--- src/rtl/dsss_spreader.sv ---
// Direct-sequence spreader: each accepted symbol bit is XORed with len_q code chips.
// The code is either a stored short PN code or a free-running long PN sequence.
module dsss_spreader #(
    parameter int                    MAX_SPREAD = 64,
    parameter int                    LFSR_WIDTH = 16,
    parameter logic [LFSR_WIDTH-1:0] LFSR_POLY  = 16'hB400,
    parameter logic [LFSR_WIDTH-1:0] LFSR_SEED  = 16'hACE1
) (
    input  logic                             i_clk,
    input  logic                             i_reset,
    input  logic [$clog2(MAX_SPREAD+1)-1:0]  i_spread_len,
    input  logic                             i_code_mode,
    input  logic                             i_reload,
    input  logic                             i_data,
    input  logic                             i_valid,
    output logic                             o_ready,
    output logic                             o_data,
    output logic                             o_valid,
    input  logic                             i_ready,
    output logic                             o_last,
    output logic                             o_code_ready
);

    localparam int LEN_W = $clog2(MAX_SPREAD + 1);
    localparam int CNT_W = (MAX_SPREAD > 1) ? $clog2(MAX_SPREAD) : 1;
    localparam logic [LFSR_WIDTH-1:0] SEED_EFF =
        (LFSR_SEED == '0) ? LFSR_WIDTH'(1) : LFSR_SEED;

    typedef enum logic [1:0] {
        ST_GEN  = 2'd0,
        ST_IDLE = 2'd1,
        ST_SEND = 2'd2
    } state_t;

    // Handshake contract: a symbol moves on i_valid & o_ready, a chip moves on
    // o_valid & i_ready; o_data/o_last are stable while o_valid & !i_ready.

    state_t                  state_q, state_d;
    logic [CNT_W-1:0]        cnt_q, cnt_d;
    logic [LFSR_WIDTH-1:0]   lfsr_q, lfsr_d;
    logic [MAX_SPREAD-1:0]   code_q, code_d;
    logic [LEN_W-1:0]        len_q, len_d;
    logic                    mode_q, mode_d;
    logic                    sym_q, sym_d;
    logic                    pend_q, pend_d;

    logic [LEN_W-1:0]        len_clamped;
    logic                    cnt_is_last;
    logic                    accept;
    logic                    reload_now;
    logic                    chip;

    function automatic logic [LFSR_WIDTH-1:0] pn_next(input logic [LFSR_WIDTH-1:0] s);
        if (s == '0) begin
            return LFSR_WIDTH'(1);
        end
        return (s >> 1) ^ (s[0] ? LFSR_POLY : '0);
    endfunction

    always_comb begin
        len_clamped = i_spread_len;
        if (i_spread_len < LEN_W'(2)) begin
            len_clamped = LEN_W'(2);
        end else if (i_spread_len > LEN_W'(MAX_SPREAD)) begin
            len_clamped = LEN_W'(MAX_SPREAD);
        end
    end

    assign cnt_is_last = (LEN_W'(cnt_q) == (len_q - LEN_W'(1)));

    // Only the last-chip handshake may take a new symbol, and never while a reload waits.
    assign o_ready = ((state_q == ST_IDLE) && !i_reload) ||
                     ((state_q == ST_SEND) && cnt_is_last && i_ready && !pend_q && !i_reload);
    assign accept  = i_valid && o_ready;

    assign reload_now = (i_reload && (state_q != ST_SEND)) ||
                        ((state_q == ST_SEND) && cnt_is_last && i_ready && (pend_q || i_reload));

    assign chip         = mode_q ? lfsr_q[0] : code_q[cnt_q];
    assign o_valid      = (state_q == ST_SEND);
    assign o_data       = (state_q == ST_SEND) && (chip ^ sym_q);
    assign o_last       = (state_q == ST_SEND) && cnt_is_last;
    assign o_code_ready = (state_q != ST_GEN);

    always_comb begin
        state_d = state_q;
        cnt_d   = cnt_q;
        lfsr_d  = lfsr_q;
        code_d  = code_q;
        len_d   = len_q;
        mode_d  = mode_q;
        sym_d   = sym_q;
        pend_d  = pend_q;

        unique case (state_q)
            ST_GEN: begin
                if (!mode_q) begin
                    code_d[cnt_q] = lfsr_q[0];
                    lfsr_d        = pn_next(lfsr_q);
                    if (cnt_is_last) begin
                        state_d = ST_IDLE;
                        cnt_d   = '0;
                    end else begin
                        cnt_d = cnt_q + 1'b1;
                    end
                end else begin
                    state_d = ST_IDLE;
                end
            end
            ST_IDLE: begin
                if (accept) begin
                    sym_d   = i_data;
                    cnt_d   = '0;
                    state_d = ST_SEND;
                end
            end
            ST_SEND: begin
                if (i_reload) begin
                    pend_d = 1'b1;
                end
                if (i_ready) begin
                    if (mode_q) begin
                        lfsr_d = pn_next(lfsr_q);
                    end
                    if (cnt_is_last) begin
                        if (accept) begin
                            sym_d = i_data;
                            cnt_d = '0;
                        end else begin
                            state_d = ST_IDLE;
                        end
                    end else begin
                        cnt_d = cnt_q + 1'b1;
                    end
                end
            end
            default: begin
                state_d = ST_GEN;
                cnt_d   = '0;
            end
        endcase

        // A reload restarts from the seed with freshly sampled configuration.
        if (reload_now) begin
            state_d = ST_GEN;
            cnt_d   = '0;
            lfsr_d  = SEED_EFF;
            len_d   = len_clamped;
            mode_d  = i_code_mode;
            pend_d  = 1'b0;
        end
    end

    always_ff @(posedge i_clk) begin
        if (i_reset) begin
            state_q <= ST_GEN;
            cnt_q   <= '0;
            lfsr_q  <= SEED_EFF;
            code_q  <= '0;
            len_q   <= len_clamped;
            mode_q  <= i_code_mode;
            sym_q   <= 1'b0;
            pend_q  <= 1'b0;
        end else begin
            state_q <= state_d;
            cnt_q   <= cnt_d;
            lfsr_q  <= lfsr_d;
            code_q  <= code_d;
            len_q   <= len_d;
            mode_q  <= mode_d;
            sym_q   <= sym_d;
            pend_q  <= pend_d;
        end
    end

endmodule

--- config.mk ---
export PLATFORM = sky130hd
export DESIGN_NAME = dsss_spreader
export DESIGN_NICKNAME = d
export VERILOG_FILES = /design/src/rtl/dsss_spreader.sv
export SDC_FILE = /design/constraint.sdc
export NUM_CORES = 1
export LEC_CHECK = 0
export CAP_MARGIN = 20
export CORE_MARGIN = 4
export CORE_UTILIZATION = 26
export CTS_CLUSTER_DIAMETER = 200
export CTS_CLUSTER_SIZE = 24
export DETAILED_ROUTE_END_ITERATION = 7
export PLACE_DENSITY_LB_ADDON = 0.1
export SKIP_CTS_REPAIR_TIMING = 1
export SYNTH_ARGS = -nofsm -noshare
export SYNTH_HDL_FRONTEND = slang
export SYNTH_SLANG_ARGS = --single-unit
--- constraint.sdc ---
create_clock -name i_clk -period 3 [get_ports i_clk]
set_input_delay 0.6 -clock i_clk [delete_from_list [all_inputs] [get_ports i_clk]]
set_output_delay 0.6 -clock i_clk [all_outputs]
set_load 0.02 [all_outputs]
* After elaboration in Yosys (flattened, before gate mapping)
Cells that the tools add are included.
** Operators by class
- Magnitude comparators :: 4
- Add/sub/neg operators :: 2
- Bitwise gates (word level) :: 3
- Multiplexer cells :: 43
- Equality and inequality tests :: 11
- Reduce and logical (&&, ||, !) cells :: 28
** Operators by type and width (number)
- 16-bit two-way mux :: 7
- 64-bit bitwise mux :: 1
- 16-bit one-hot mux with 2 select lines :: 1
- 6-bit two-way mux :: 5
- 7-bit two-way mux :: 4
- 6-bit one-hot mux with 3 select lines :: 1
- 16-bit zero test :: 1
- 15-bit by 16-bit XOR with 16-bit output :: 1
- 1-bit two-way mux :: 14
- 2-bit two-way mux :: 6
- 1-bit logical AND :: 10
- 2-bit != test (second input constant) :: 4
- 2-bit nonzero test :: 4
- 6-bit by 7-bit == test with 1-bit output :: 1
- 7-bit > comparator (second input constant) :: 1
- 6-bit by 7-bit < comparator with 1-bit output (second input constant) :: 1
- 7-bit by 2-bit < comparator with 1-bit output (second input constant) :: 1
- 7-bit by 1-bit subtractor with 7-bit output (second input constant) :: 1
- 6-bit by 1-bit adder with 6-bit output (second input constant) :: 1
- 1-bit binary-select mux with 6-bit select :: 1
- 1-bit demux with 6-bit select :: 1
- 6-bit by 1-bit >= comparator with 1-bit output (second input constant) :: 1
- 2-bit by 1-bit != test with 1-bit output (second input constant) :: 3
- 2-bit one-hot mux with 3 select lines :: 1
- other kinds (14) :: 19
** Word-level totals
- Input bits :: 14
- Word-level logic and storage cells :: 99
- Flip-flop bits (word level) :: 98

* Depth between registers and ports, before layout
Gate-level depths: netlist (run 1).
- Depth after elaboration :: 12
- Gate-level depth with buffers :: 9

* Worst setup path before layout (run 1)
Ideal clock, no wire load.
- Path kind :: reg-to-output
- Start :: register len_q[0]
- End :: output port o_ready
- Stages on the path, launching flop included :: 9
- Setup slack :: -8 ps
- Arrival :: 2408 ps
- Path buffers :: 0
- Required time :: 2400 ps
- Cell sequence :: edfxtp_1 inv_1 ha_1 nand2_1 or3_1 a211o_1 a31o_1 or4_1 a21oi_1
** On the way
- Word-level cells in the longest chain between the ends :: 7
** RTL lines
- start: declaration :: RTL line 42 : logic [LEN_W-1:0] len_q, len_d;
- start signal: assignment :: RTL line 160 : len_q <= len_clamped;
- start signal: assignment :: RTL line 169 : len_q <= len_d;
- 7-bit by 1-bit subtractor with 7-bit output :: RTL line 69 : assign cnt_is_last = (LEN_W'(cnt_q) == (len_q - LEN_W'(1)));
- 6-bit by 7-bit == test with 1-bit output :: RTL line 69
- 1-bit logical AND (4 in series) :: RTL line 73 : ((state_q == ST_SEND) && cnt_is_last && i_ready && !pend_q && !i_reload);
- 1-bit logical OR :: RTL line 72 : assign o_ready = ((state_q == ST_IDLE) && !i_reload) ||
- end: declaration :: RTL line 16 : output logic o_ready,
No other way between the ends.

* Worst setup path in the final report (run 1)
- Start :: register len_q[1]
- End :: output port o_ready
The elaborated chain is that of the path after synthesis.

==> results by group, run 1 <==
Status
  – Status: finished, violations left
  – Failing checks: negative setup slack

Placement
  – Buffers added on ports: 18
  – Routability cong.: 0.783
  – Placed Area: 6000 um^2
  – Post-DP HPWL: 10.2 mm

Detailed routing
  – ANT nets after route: 0
  – Routed vias: 4579
  – Post-route DRC: 0
  – Routed WL per cell: 15.7 um
  – Initial DRC Count: 360
  – DR vias/cell: 4.83
  – Drt total wl: 14.9 mm
  – Drt pass-1 iters: 5

Synthesis
  – Main flop type after synthesis: dfxtp_1
  – Synth unique cells: 67
  – Post-synth top area share: 34.7%
  – Top cells by area, synth: dfxtp_1 35%, mux2i_1 12%, nand2_1 7.4%
  – Mapped Nets: 638
  – Syn Inst Count: 622
  – Post-synthesis sequential area ratio: 39.4%
  – Area of the mapped netlist: 5180 um^2
  – Ys async rst share: 0%
  – Mean Syn Cell Area: 8.34 um^2
  – Post-synth EDFFs: 8
  – Syn. warnings: 0
  – Synth area leader: dfxtp_1
  – Synthesis-stage register bit count: 98

CTS
  – Clk root buf: clkbuf_16
  – CTS H-tree lvls: 3
  – Clock Latency Late Sink: 0.35 ns
  – Longest Clk Path Bufs: 2
  – Clock Sink Count: 98
  – CTS tree: yes
  – Clock buffer count from CTS: 9
  – Clock transition at the registers of the reported paths: 0.07 ns

Timing
  – Worst-Margin Slew: 0.777 ns
  – RSZ-0062 raised after global routing: yes
  – Worst slew margin: 48.2%
  – Setup violators final: 2
  – Pins Over Slew Limit: 0
  – Fin. Hold Viols: 0
  – Sum Neg Setup Slack: -0.290 ns
  – Min Tclk post-route: 3.19 ns
  – Fin crit share: 106%
  – Final worst setup slack: -0.190 ns
  – F_max: 313 MHz
  – Clock skew: 0.00964 ns

Global routing
  – Gr usage total: 13.8%
  – Overflow after GRT: 0
  – Vias in the first global route: 4450
  – Initial antenna violation count: 0
  – First-pass GRT wire length: 24.3 mm
  – Largest net degree at the start of global routing: 71

Worst setup path
  – Crit path DAT: 2.59 ns
  – Slowest stage cell, crit path: or4_4
  – Crit start category: register
  – R2R setup slack: 0.44 ns
  – CP bufs+invs: 2
  – CP Capture Type: primary output
  – Critical Path, Cell by Cell: inv_2, ha_4, nand2_2, or3_1, a211o_1, a31o_1, or4_4, a21oi_2, buf_4
  – Crit Path Category: register to primary output
  – Crit-path max cell delay: 0.42 ns
  – Req. time, crit path: 2.40 ns
  – Critical path peak fanout: 5
  – Worst Reg-to-Reg Cells: 8
  – Crit-path leading delay family: simple AND/OR/NAND/NOR gates
  – RR Startpoint: cnt_q[2]
  – Worst r2r dst: code_q[18]

Worst hold path
  – Hold path depth: 2
  – Hold Startpoint: code_q[42]
  – Hold Path Sink: code_q[42]
  – Worst hold path type: register to register

Floorplanning
  – Die ar.: 22300 um^2
  – # rows: 51
  – Total core area: 19500 um^2
  – Die height: 149 um
  – # IOs: 19
  – Chip Width: 149 um
  – Initial Utilization: 26.6%

Layout
  – Diode count: 0
  – Core Util, Final: 33.0%
  – Layout cell share with drive strength beyond 1: 18.6%
  – Final #Nets: 695
  – Design area: 6450 um^2
  – Synthesis-to-layout area growth: 24.3%
  – Filler Cell Count: 2076

Power
  – Sw power: 0.697 mW
  – Reg power frac: 50.0%
  – VDD IR-drop max: 0.212 mV
  – P_int: 2.03 mW
  – Final total power: 2.73 mW
  – Switching portion of total power: 25.6%
  – Combinational fraction of design power: 10.1%
  – Power share of the clock group: 39.9%
  – Cell Pwr Density: 423 nW/um^2
  – P_leak: 2.54 nW

Flow run
  – Maxcap violations: 0
worst max path at each step:
stage               slack, ns  startpoint  cells past startpoint       to
global route            -0.31    len_q[1]                      9  o_ready
CTS                     -0.81    len_q[1]                      9  o_ready
detailed placement      -0.42    len_q[1]                      9  o_ready
finish                  -0.19    len_q[1]                      9  o_ready
floorplan                0.08    len_q[0]                      8  o_ready
global placement        -0.37    len_q[0]                      9  o_ready
kinds of logic after synthesis:
logic type	Yosys count	synth area share, %
DFF	98	39.4
muxes	65	13.8
adders and majority gates	2	0.483
xor gates and xnor gates	11	1.86
AOI/OAI and AO/OA	101	13.0
and+or+nand+nor	285	26.5
buffers and inverters	60	5.07
metal layers:
metal / wire length (um) / global-route usage [%] / vias to the layer above
li1: - / - / 2282
met1: 7260 / 19.1 / 2205
met2: 6920 / 21.8 / 74
met3: 490 / 2.16 / 18
met4: 257 / 4.81 / 0
met5: 0 / 0 / -
layout make-up:
class                   instances  area (um^2)  area share (%)
multi-input cells             464         2930            45.5
flip-flops and latches         98         2050            31.9
clock buffers                  12          236            3.67
clock inverters                 4         27.5           0.427
repair buffers                 95          821            12.7
inverters                      11         41.3           0.641
well taps                     265          332            5.14
power by group through the flow:
stage                     Sequential [mW]  Clock [mW]  Combinational, mW
after global routing                 1.36        1.18              0.305
after CTS                            1.36        1.14              0.263
final                                1.36        1.09              0.276
after global placement               1.39           0              0.259
after detailed placement             1.39           0              0.261
after floorplan                      1.39           0              0.160
state kept, by name, indices dropped and copies added (netlist names):
register  cells
cnt_q         6
mode_q        1
state_q       2
len_q         7
code_q       64
lfsr_q       16
sym_q         1
pend_q        1
placed cells by master, fill, tap and decap left out, drive strengths merged, types with 3 or more instances in the layout:
master / synthesis / final
inv: 11 / 13
clkbuf: 30 / 13
a31oi: 3 / 3
a22oi: 6 / 6
edfxtp: 8 / 8
dfxtp: 90 / 90
nor2b: 12 / 12
mux4: 5 / 5
nand2b: 10 / 10
nor3b: 5 / 5
a21boi: 3 / 3
nor4: 5 / 5
a41oi: 3 / 3
nand3b: 6 / 6
nand3: 34 / 34
nand4b: 3 / 3
or4: 4 / 4
buf: 19 / 80
or3: 5 / 5
o21a: 3 / 3
nand2: 103 / 103
a221o: 6 / 6
xor2: 7 / 7
a211o: 3 / 3
mux2i: 60 / 60
a21oi: 35 / 35
o31ai: 4 / 4
xnor2: 4 / 4
clkdlybuf4s50: 0 / 14
or3b: 4 / 4
o21ai: 14 / 14
nor2: 76 / 76
o22ai: 4 / 4
nor3: 6 / 6
worst min-delay path, cell delays in order, from the launching register on:
cell     delay (ns)
dfxtp_1        0.31
nand2_1        0.05
a21oi_1        0.05
stage by stage:
stage          worst slack [ns]  cells  hold WS, ns
2_1_floorplan            0.0804    622        0.432
3_3_place_gp             -0.372    923        0.440
3_5_place_dp             -0.415    923        0.442
4_1_cts                  -0.810    939        0.451
5_1_grt                  -0.314    949        0.480
6_report                 -0.190    949        0.450
cell usage after synthesis, drive strengths merged, types with 5 or more instances:
cell    instances
xor2            7
nor3b           5
edfxtp          8
nor4            5
clkbuf         30
nor2           76
or3             5
nor3            6
mux2i          60
inv            11
a21oi          35
nand2         103
o21ai          14
nor2b          12
buf            19
nand2b         10
a22oi           6
a221o           6
mux4            5
nand3b          6
dfxtp          90
nand3          34
Power figures use the tool's default switching activity.
==> run 2: changes to the inputs <==
--- a/config.mk
+++ b/config.mk
@@ -11,7 +11,7 @@
 export CTS_CLUSTER_DIAMETER = 200
 export CTS_CLUSTER_SIZE = 24
 export DETAILED_ROUTE_END_ITERATION = 7
-export PLACE_DENSITY_LB_ADDON = 0.1
+export PLACE_DENSITY = 0.53
 export SKIP_CTS_REPAIR_TIMING = 1
 export SYNTH_ARGS = -nofsm -noshare
 export SYNTH_HDL_FRONTEND = slang
==> constraint.sdc (replaced) <==
create_clock -name i_clk -period 4 [get_ports i_clk]
set_input_delay 0.8 -clock i_clk [delete_from_list [all_inputs] [get_ports i_clk]]
set_output_delay 0.8 -clock i_clk [all_outputs]
set_load 0.02 [all_outputs]
==> run 2 against run 1 <==
Effect of this change:
- the flow now finishes without violations
- power fell by 25%
- global-route usage decreased by 1.8 points
- combinational power is 39% lower
- setup slack improved by 0.42 ns
- count of clock-buffer cells in the layout unchanged
- register-to-register slack improved by 0.69 ns
- critical path type unchanged
- largest power group unchanged
==> results by group, run 2 (synthesis gave the netlist of run 1 again) <==
Floorplanning
  – Initial Utilization: 26.6% (unchanged)
  – Die height: 149 um (unchanged)
  – Total core area: 19500 um^2 (unchanged)
  – # IOs: 19 (unchanged)
  – Chip Width: 149 um (unchanged)
  – # rows: 51 (unchanged)
  – Die ar.: 22300 um^2 (unchanged)

Layout
  – Filler Cell Count: 2112 (+1.7%)
  – Synthesis-to-layout area growth: 15.2%
  – Largest Register: code_q
  – Design area: 5970 um^2 (-7.4%)
  – Max reg flops: 64 (unchanged)
  – Core Util, Final: 30.6% (-2.4 points)
  – FF/Latch Area: 2050 um^2 (-0.30%)
  – Non-filler instance count after layout: 899 (-5.3%)
  – Multi-input gate area: 2890 um^2 (-1.7%)
  – Commonest cells after routing, fill and taps aside: 102 x nand2_1, 87 x dfxtp_1, 75 x nor2_1
  – Regs by FF count: code_q: 64 flops, lfsr_q: 16 flops, len_q: 7 flops
  – Final #Nets: 646 (-7.1%)
  – Layout cell share with drive strength beyond 1: 9.94% (-8.6 points)
  – Commonest non-fill, non-tap cell in the layout: nand2_1
  – Diode count: 0 (unchanged)

CTS
  – Clock Sink Count: 98 (unchanged)
  – CTS tree: yes
  – CTS H-tree lvls: 3 (unchanged)
  – Clock buffer count from CTS: 9 (unchanged)
  – Clock transition at the registers of the reported paths: 0.07 ns (about the same)
  – Longest Clk Path Bufs: 2 (unchanged)
  – Clock Latency Late Sink: 0.34 ns (about the same)
  – Clk root buf: clkbuf_16

Global routing
  – Vias in the first global route: 4126 (-7.3%)
  – Overflow after GRT: 0 (unchanged)
  – Gr usage total: 11.9% (-1.8 points)
  – Largest net degree at the start of global routing: 71 (unchanged)
  – Initial antenna violation count: 0 (unchanged)
  – First-pass GRT wire length: 21.7 mm (-11%)

Worst setup path
  – Critical path peak fanout: 11 (+6)
  – Crit start category: register
  – Req. time, crit path: 3.20 ns (+0.80 ns)
  – Crit-path leading delay family: buffers and inverters
  – Stages on worst setup path: 9 (unchanged)
  – Crit-path max cell delay: 0.61 ns (+0.19 ns)
  – CP Capture Type: primary output
  – Critical Path, Cell by Cell: inv_1, ha_1, nand2_1, or3_1, a211o_1, a31o_1, buf_4, nor2_1, clkdlybuf4s50_1
  – Slowest stage cell, crit path: clkdlybuf4s50_1
  – Worst Reg-to-Reg Cells: 7 (-1)
  – Crit Path Category: register to primary output
  – CP bufs+invs: 3 (+1)
  – Crit path DAT: 2.97 ns (+0.38 ns)

Placement
  – Placed Area: 5680 um^2 (-5.5%)
  – Buffers added on ports: 18 (unchanged)
  – Routability cong.: 0.752 (-3.9%)
  – Post-DP HPWL: 8.51 mm (-16%)
  – Placed cells: 883 (-4.3%)

Power
  – P_leak: 2.30 nW (-9.4%)
  – Switching portion of total power: 23.8% (-1.8 points)
  – Cell Pwr Density: 341 nW/um^2 (-19%)
  – Sw power: 0.485 mW (-30%)
  – Reg power frac: 50.3% (+0.3 points)
  – VDD IR-drop max: 0.209 mV (-1.3%)
  – Power share of the clock group: 41.4% (+1.5 points)
  – Combinational fraction of design power: 8.2% (-1.9 points)
  – P_int: 1.55 mW (-23%)

Timing
  – Fin crit share: 94.1%
  – Fin. Hold Viols: 0 (unchanged)
  – Pins Over Slew Limit: 0 (unchanged)
  – Worst-Margin Slew: 0.978 ns (+0.202 ns)
  – Worst slew margin: 34.4% (-14 points)
  – Setup violators final: 0 (-2)
  – F_max: 266 MHz
  – RSZ-0062 raised after global routing: no
  – Min Tclk post-route: 3.77 ns
  – Clock skew: 0.0101 ns (+0.000495 ns)

Detailed routing
  – Post-route DRC: 0 (unchanged)
  – Drt total wl: 13.0 mm (-13%)
  – Drt pass-1 iters: 4 (-1)
  – Routed vias: 4305 (-6.0%)
  – DR vias/cell: 4.79 (-0.75%)
  – ANT nets after route: 0 (unchanged)
  – Initial DRC Count: 248 (-31%)
  – Routed WL per cell: 14.5 um (-8.0%)

Worst hold path
  – Worst hold path type: register to register
  – Hold path depth: 2 (unchanged)

Status
  – Status: finished, final reports clean

Flow run
  – Maxcap violations: 0 (unchanged)
run 2: changes by cell type in the layout (fill, tap and decap cells not counted), sizes merged:
cell / previous run / this run
clkinvlp: 1 / 0
inv: 13 / 12
dlymetal6s2s: 0 / 1
bufinv: 0 / 1
buf: 80 / 28
clkdlybuf4s50: 14 / 16
run 2: final cells by class:
cell class / count / share of cell area [%]
Clock inverter: 3 / 0.691
Multi-Input combinational cell: 464 / 48.3
Clock buffer: 12 / 3.96
Tap cell: 265 / 5.55
Inverter: 11 / 0.691
Timing Repair Buffer: 46 / 6.49
Sequential cell: 98 / 34.3
run 2: worst register-to-register path, delay by kind of cell (launching register included):
family / cells / cell delay [ns]
adder cells (fa/ha/maj): 1 / 0.28
AO/OA/AOI/OAI: 2 / 0.72
flip-flops: 1 / 0.49
AND/OR/NAND/NOR: 3 / 0.91
buffers and inverters: 1 / 0.10
run 2: path summary, 6_finish.rpt:
path / from / endpoint / slack (ns)
setup reg to reg: len_q[0] / mode_q / 1.13
hold / removal: code_q[56] / code_q[56] / 0.45
setup / recovery: len_q[0] / o_last / 0.23
hold reg to reg: code_q[56] / code_q[56] / 0.45
run 2: power by group through the flow:
stage	logic [mW]	registers, mW	clock network, mW
2_1_floorplan	0.120	1.04	0
3_3_place_gp	0.169	1.05	0
3_5_place_dp	0.168	1.05	0
4_1_cts	0.169	1.03	0.873
5_1_grt	0.186	1.03	0.904
6_report	0.168	1.03	0.845
run 2: metal layers:
metal / GRT usage (%) / part of all wire [%]
met1: 16.6 / 49
met2: 18.9 / 45
met3: 1.76 / 4.5
met4: 4.26 / 1.5
met5: 0 / 0
run 2: through the flow:
step | setup TNS (ns) | total power, mW | hold WS [ns] | worst slack (ns)
floorplan | 0 | 1.16 | 0.432 | 0.792
CTS | -0.0887 | 2.07 | 0.453 | -0.0887
global placement | 0 | 1.22 | 0.441 | 0.318
finish | 0 | 2.04 | 0.450 | 0.234
global route | 0 | 2.12 | 0.470 | 0.0288
detailed placement | 0 | 1.22 | 0.444 | 0.302
